$ cat src/rtl/sec_countdown_timer_if.sv
// sec_countdown_timer_if
//   Control and display bundle between a controller (master) and the
//   mm:ss countdown timer (slave).
//   master drives : load, min_in, sec_in, start, pause
//   slave drives  : min_out, sec_out, running, done, load_err
interface sec_countdown_timer_if;
  logic       load;
  logic [7:0] min_in;
  logic [7:0] sec_in;
  logic       start;
  logic       pause;
  logic [7:0] min_out;
  logic [7:0] sec_out;
  logic       running;
  logic       done;
  logic       load_err;

  modport master (
    output load, min_in, sec_in, start, pause,
    input  min_out, sec_out, running, done, load_err
  );

  modport slave (
    input  load, min_in, sec_in, start, pause,
    output min_out, sec_out, running, done, load_err
  );
endinterface

$ cat src/rtl/sec_countdown_timer.sv
// sec_countdown_timer
//   BCD mm:ss countdown stage fed by the 1 Hz divider.  The 1 Hz square wave
//   is edge-detected in the clk domain into a one-cycle tick; a four-state
//   FSM (IDLE/RUN/PAUSED/DONE) decides whether that tick decrements the count.
// Ports
//   clk      : 50 MHz system clock, posedge
//   clrn     : asynchronous active-low reset
//   clk_1sec : 1 Hz square wave, synchronous to clk
//   bus      : slave side of sec_countdown_timer_if
//              (load/min_in/sec_in/start/pause in,
//               min_out/sec_out/running/done/load_err out, all registered)
module sec_countdown_timer #(
  parameter logic [7:0] MAX_MIN = 8'h99
) (
  input  logic                    clk,
  input  logic                    clrn,
  input  logic                    clk_1sec,
  sec_countdown_timer_if.slave    bus
);

  typedef enum logic [1:0] {IDLE, RUN, PAUSED, DONE} state_t;

  state_t     state_q, state_n;
  logic [7:0] min_q, min_n;
  logic [7:0] sec_q, sec_n;
  logic       running_q, done_q, load_err_q, load_err_n;
  logic       sec_d;
  logic       tick;
  logic       load_ok;
  logic       cnt_zero;
  logic [7:0] min_dec, sec_dec;

  // Rising edge of the 1 Hz wave. Since clk_1sec is produced in the clk
  // domain no synchronizer is needed, and the tick lands in the same cycle
  // the wave is first seen high.
  assign tick = clk_1sec & ~sec_d;

  // Load validation: all BCD digits legal, seconds tens 0..5, and the
  // minutes limit. BCD ordering matches binary ordering for legal digits,
  // so a plain compare against MAX_MIN works.
  assign load_ok = (bus.min_in[7:4] <= 4'd9) && (bus.min_in[3:0] <= 4'd9) &&
                   (bus.sec_in[7:4] <= 4'd5) && (bus.sec_in[3:0] <= 4'd9) &&
                   (bus.min_in <= MAX_MIN);

  assign cnt_zero = (min_q == 8'h00) && (sec_q == 8'h00);

  // One-second BCD decrement with borrow from seconds into minutes.
  // Never used with a zero count: RUN is only entered with a nonzero count
  // and leaves for DONE as soon as zero is reached.
  always_comb begin
    min_dec = min_q;
    sec_dec = sec_q;
    if (sec_q[3:0] != 4'd0) begin
      sec_dec[3:0] = sec_q[3:0] - 4'd1;
    end else if (sec_q[7:4] != 4'd0) begin
      sec_dec[7:4] = sec_q[7:4] - 4'd1;
      sec_dec[3:0] = 4'd9;
    end else begin
      sec_dec = 8'h59;
      if (min_q[3:0] != 4'd0) begin
        min_dec[3:0] = min_q[3:0] - 4'd1;
      end else begin
        min_dec[7:4] = min_q[7:4] - 4'd1;
        min_dec[3:0] = 4'd9;
      end
    end
  end

  // Next state / count. Priority: load > pause > start > tick, so a tick
  // coinciding with pause or start is dropped rather than applied.
  always_comb begin
    state_n    = state_q;
    min_n      = min_q;
    sec_n      = sec_q;
    load_err_n = 1'b0;
    if (bus.load) begin
      if (load_ok) begin
        min_n   = bus.min_in;
        sec_n   = bus.sec_in;
        state_n = IDLE;
      end else begin
        load_err_n = 1'b1;
      end
    end else if (bus.pause) begin
      if (state_q == RUN) state_n = PAUSED;
    end else if (bus.start) begin
      if ((state_q == IDLE || state_q == PAUSED) && !cnt_zero) state_n = RUN;
    end else if (tick && state_q == RUN) begin
      min_n = min_dec;
      sec_n = sec_dec;
      if (min_dec == 8'h00 && sec_dec == 8'h00) state_n = DONE;
    end
  end

  always_ff @(posedge clk or negedge clrn) begin
    if (!clrn) begin
      state_q    <= IDLE;
      min_q      <= 8'h00;
      sec_q      <= 8'h00;
      running_q  <= 1'b0;
      done_q     <= 1'b0;
      load_err_q <= 1'b0;
      sec_d      <= 1'b0;
    end else begin
      state_q    <= state_n;
      min_q      <= min_n;
      sec_q      <= sec_n;
      // status flags are flopped from next state so they stay aligned
      // with state_q without a decode after the register
      running_q  <= (state_n == RUN);
      done_q     <= (state_n == DONE);
      load_err_q <= load_err_n;
      sec_d      <= clk_1sec;
    end
  end

  assign bus.min_out  = min_q;
  assign bus.sec_out  = sec_q;
  assign bus.running  = running_q;
  assign bus.done     = done_q;
  assign bus.load_err = load_err_q;

endmodule

$ cat src/flat_wrapper.sv
// flat-port wrapper written by rule: the top's interface ports become plain ports
module sec_countdown_timer_flat 
#(
  parameter logic [7:0] MAX_MIN = 8'h99
)
  (clk, clrn, clk_1sec, bus_load, bus_min_in, bus_sec_in, bus_start, bus_pause, bus_min_out, bus_sec_out, bus_running, bus_done, bus_load_err);
  sec_countdown_timer_if bus_i ();
  input  logic clk;
  input  logic clrn;
  input  logic clk_1sec;
  input wire logic [$bits(bus_i.load)-1:0] bus_load;
  input wire logic [$bits(bus_i.min_in)-1:0] bus_min_in;
  input wire logic [$bits(bus_i.sec_in)-1:0] bus_sec_in;
  input wire logic [$bits(bus_i.start)-1:0] bus_start;
  input wire logic [$bits(bus_i.pause)-1:0] bus_pause;
  output wire logic [$bits(bus_i.min_out)-1:0] bus_min_out;
  output wire logic [$bits(bus_i.sec_out)-1:0] bus_sec_out;
  output wire logic [$bits(bus_i.running)-1:0] bus_running;
  output wire logic [$bits(bus_i.done)-1:0] bus_done;
  output wire logic [$bits(bus_i.load_err)-1:0] bus_load_err;
  assign bus_i.load = bus_load;
  assign bus_i.min_in = bus_min_in;
  assign bus_i.sec_in = bus_sec_in;
  assign bus_i.start = bus_start;
  assign bus_i.pause = bus_pause;
  assign bus_min_out = bus_i.min_out;
  assign bus_sec_out = bus_i.sec_out;
  assign bus_running = bus_i.running;
  assign bus_done = bus_i.done;
  assign bus_load_err = bus_i.load_err;
  sec_countdown_timer #(.MAX_MIN(MAX_MIN)) u_core (.clk(clk), .clrn(clrn), .clk_1sec(clk_1sec), .bus(bus_i));
endmodule
$ cat config.mk
export PLATFORM = sky130hd
export DESIGN_NAME = sec_countdown_timer_flat
export DESIGN_NICKNAME = d
export VERILOG_FILES = /design/src/rtl/sec_countdown_timer_if.sv /design/src/rtl/sec_countdown_timer.sv /design/src/flat_wrapper.sv
export SDC_FILE = /design/constraint.sdc
export NUM_CORES = 1
export LEC_CHECK = 0
export CAP_MARGIN = 30
export CORE_MARGIN = 3
export CORE_UTILIZATION = 40
export DETAILED_ROUTE_END_ITERATION = 8
export PLACE_DENSITY = 0.71
export REMOVE_ABC_BUFFERS = 1
export SYNTH_ARGS = -nofsm -noshare
export SYNTH_HDL_FRONTEND = slang
export SYNTH_SLANG_ARGS = --single-unit
$ cat constraint.sdc
create_clock -name clk -period 1.8 [get_ports clk]
set_input_delay 0.18 -clock clk [delete_from_list [all_inputs] [get_ports clk]]
set_output_delay 0.18 -clock clk [all_outputs]
set_load 0.1 [all_outputs]
==> run metrics <==
Max transition margin 73.5%; post-route clock period utilization 108%; Final GP Congestion 0.927; Syn Area/Cell 8.69 um^2; post-route design area 2630 um^2; top-area cell type share of the netlist area 37.3%; Yosys warning count 0; leakage 1.11 nW; post-placement cell area 2320 um^2; Setup crit end kind register; critical path's largest stage delay 0.58 ns; max-slew violation count 0; PD cells 1220 nW/um^2; Vias 1755; Post-Route WL 5500 um; Flop pwr share 21.5%; clock share of power 11.5%; effective utilization at floorplan 42.9%; crit-path most repeated cell buf_4; largest net degree at the start of global routing 25; n_diodes 0; crit path cell chain buf_4 > or4_4 > nor2_4 > buf_4 > buf_4 > nor2_1 > o21ai_1 > o21ai_1; clock insertion delay at the later pin of the skew report 0.27 ns; Fin Hold WS 0.266 ns; core box area 3440 um^2; Int Power 1.66 mW; number of synthesized flops with an enable pin 0; IO Pins 41; initial antenna violation count 0; most frequent cells in the layout buf_4 (49), clkdlybuf4s50_1 (21), dfrtp_1 (21); Worst Max-Slew Pin Slew 0.395 ns; fin util 76.3%; synth unique cells 49; #FFs+latches synth 22; post-synthesis xor/xnor area fraction 0.593%; clock skew 0.00130 ns; kind of critical path reg2reg; vias in the first global route 1661; GRT overflow 0; run status complete, but fails checks; RSZ-0062 raised after global routing yes; clk sinks 22; Seq/Total Area, Yosys 37.3%; port buffer count 40; endpoints failing setup 11; Final Critical Period 1.94 ns; Hold Path Class in2async; Slowest-stage cell, CP or4_4; asr flop ratio synth 100%; Fin. Hold Viols 0; share of layout cells above drive strength 1 42.0%; pre-CTS setup slack -0.283 ns; global-route wire length before repair 7960 um; CP max FO 4; routed length per placed instance 18.3 um; fmax 515 MHz; top cells by area, synth dfrtp_1 (37%), o21ai_0 (6.1%), nor2_1 (5.3%), a21oi_1 (4.1%), nor4_4 (2.9%); Max-cap violations 0; total power 3.21 mW; combinational family with the most area after synthesis simple AND/OR/NAND/NOR gates; WP data required 1.95 ns; H-tree depth 1; Iteration-0 DRC Markers 188; post-synthesis adder-cell area fraction 1.69%; die width 66.8 um; post-synthesis simple-gate area fraction 26.9%; drt first pass iters 4; Switching Fraction 48.5%; die area 4460 um^2; slack of the critical path -0.141 ns; Antenna Nets Post-Route 0; Mapped Area 1480 um^2; Die Y-Extent 66.8 um; Rows 21; Peak VDD IR 0.000763 V; TritonCTS buffer count 3; Compound-Gate Fraction of Synth Area 26.7%; HPWL after DPL 3610 um; Synth Flop Type dfrtp_1; combinational fraction of design power 67.0%; clk slew on worst S/H paths 0.08 ns; Area growth, synth to finish 77.7%; vias per cell 5.83; fin nets 280; failing checks setup timing; gr usage total 23.5%; Max Buffers Root-to-Sink 2; Post-route DRC 0; sw power 1.56 mW; TritonCTS clock tree done; WP data arrival 2.09 ns; cell count after synthesis 170; post-synthesis mux area share 2.03%; Post-CTS Hold Buffers 0; clock root cell clkbuf_8; Startpoint Class register; Synth area leader dfrtp_1; commonest non-fill, non-tap cell in the layout buf_4
layout make-up:
type	instances	area (um^2)
repair buffers	90	935
inverters	8	30.0
clock buffers	4	55.1
multi-input cells	131	997
well taps	46	57.6
fillers	222	816
flip-flops and latches	22	552
cell families (layout without fill, tap and decap cells):
group                    count (synthesis)  after routing
adder cells (fa/ha/maj)                  2              2
AO/OA/AOI/OAI                           61             61
multiplexers                             3              3
buffers and inverters                   17            102
AND/OR/NAND/NOR                         64             64
XOR/XNOR                                 1              1
flip-flops                              22             22
critical path, delay by kind of cell (launching register included):
kind                   cells  cell delay, ns
and+or+nand+nor            3            0.76
buffers and inverters      3            0.38
AOI/OAI and AO/OA          2            0.26
DFF                        1            0.43
through the flow:
stage	cells	TNS, ns
after floorplan	161	-6.15
after global placement	285	-2.73
after global routing	301	-1.88
final	301	-0.788
after CTS	295	-0.307
after detailed placement	285	-3.50
cell usage after synthesis, drive strengths merged, types with 4 or more instances:
cell type	count
o22ai	4
o21ai	21
nor2	22
nand2	6
clkbuf	7
inv	8
nand4	4
a22oi	4
nor4	5
a21oi	12
dfrtp	22
and2	5
nor3	7
final timing paths:
check                                                  start                                 to  slack [ns]  cells past startpoint
max                        u_core.bus.sec_out[0]$_DFFE_PN0P_  u_core.bus.min_out[0]$_DFFE_PN0P_       -0.14                      8
min                                                     clrn  u_core.bus.min_out[2]$_DFFE_PN0P_        0.27                      2
max reg2reg                u_core.bus.sec_out[0]$_DFFE_PN0P_  u_core.bus.min_out[0]$_DFFE_PN0P_       -0.14                      8
min reg2reg                u_core.bus.min_out[7]$_DFFE_PN0P_  u_core.bus.min_out[7]$_DFFE_PN0P_        0.69                      2
max in group asynchronous                               clrn  u_core.bus.sec_out[1]$_DFFE_PN0P_        1.28                      2
min in group clk                                    clk_1sec             u_core.sec_d$_DFF_PN0_        0.39                      1
flip-flops by register name, indices dropped and copies added (netlist names):
name	cells
u_core.state_q	2
u_core.bus.done	1
u_core.bus.load_err	1
u_core.bus.min_out	8
u_core.bus.running	1
u_core.sec_d	1
u_core.bus.sec_out	8
power groups by stage:
stage               Sequential, mW  Combinational (mW)  Clock (mW)
floorplan                     1.37               0.382           0
global placement             0.681                1.85           0
detailed placement           0.686                1.89           0
CTS                          0.684                2.01       0.369
global route                 0.700                2.24       0.386
finish                       0.690                2.15       0.370
timing repair:
item / 4_1_cts / 5_1_grt
pin swaps: 12 / 5
resized for setup: 21 / 26
hold endpoints to repair: 0 / 0
setup buffers: 6 / 6
setup endpoints to repair: 10 / 19
per-layer routing:
metal	track usage, %	wire length (um)	vias to the layer above	share of wire, %
met3	3.37	390	13	7.1
li1	-	-	807	-
met2	43.3	2890	96	52
met5	0	0	-	0
met4	6.09	156	0	2.8
met1	28.3	2070	839	38
(Power assumes the default switching activity.)
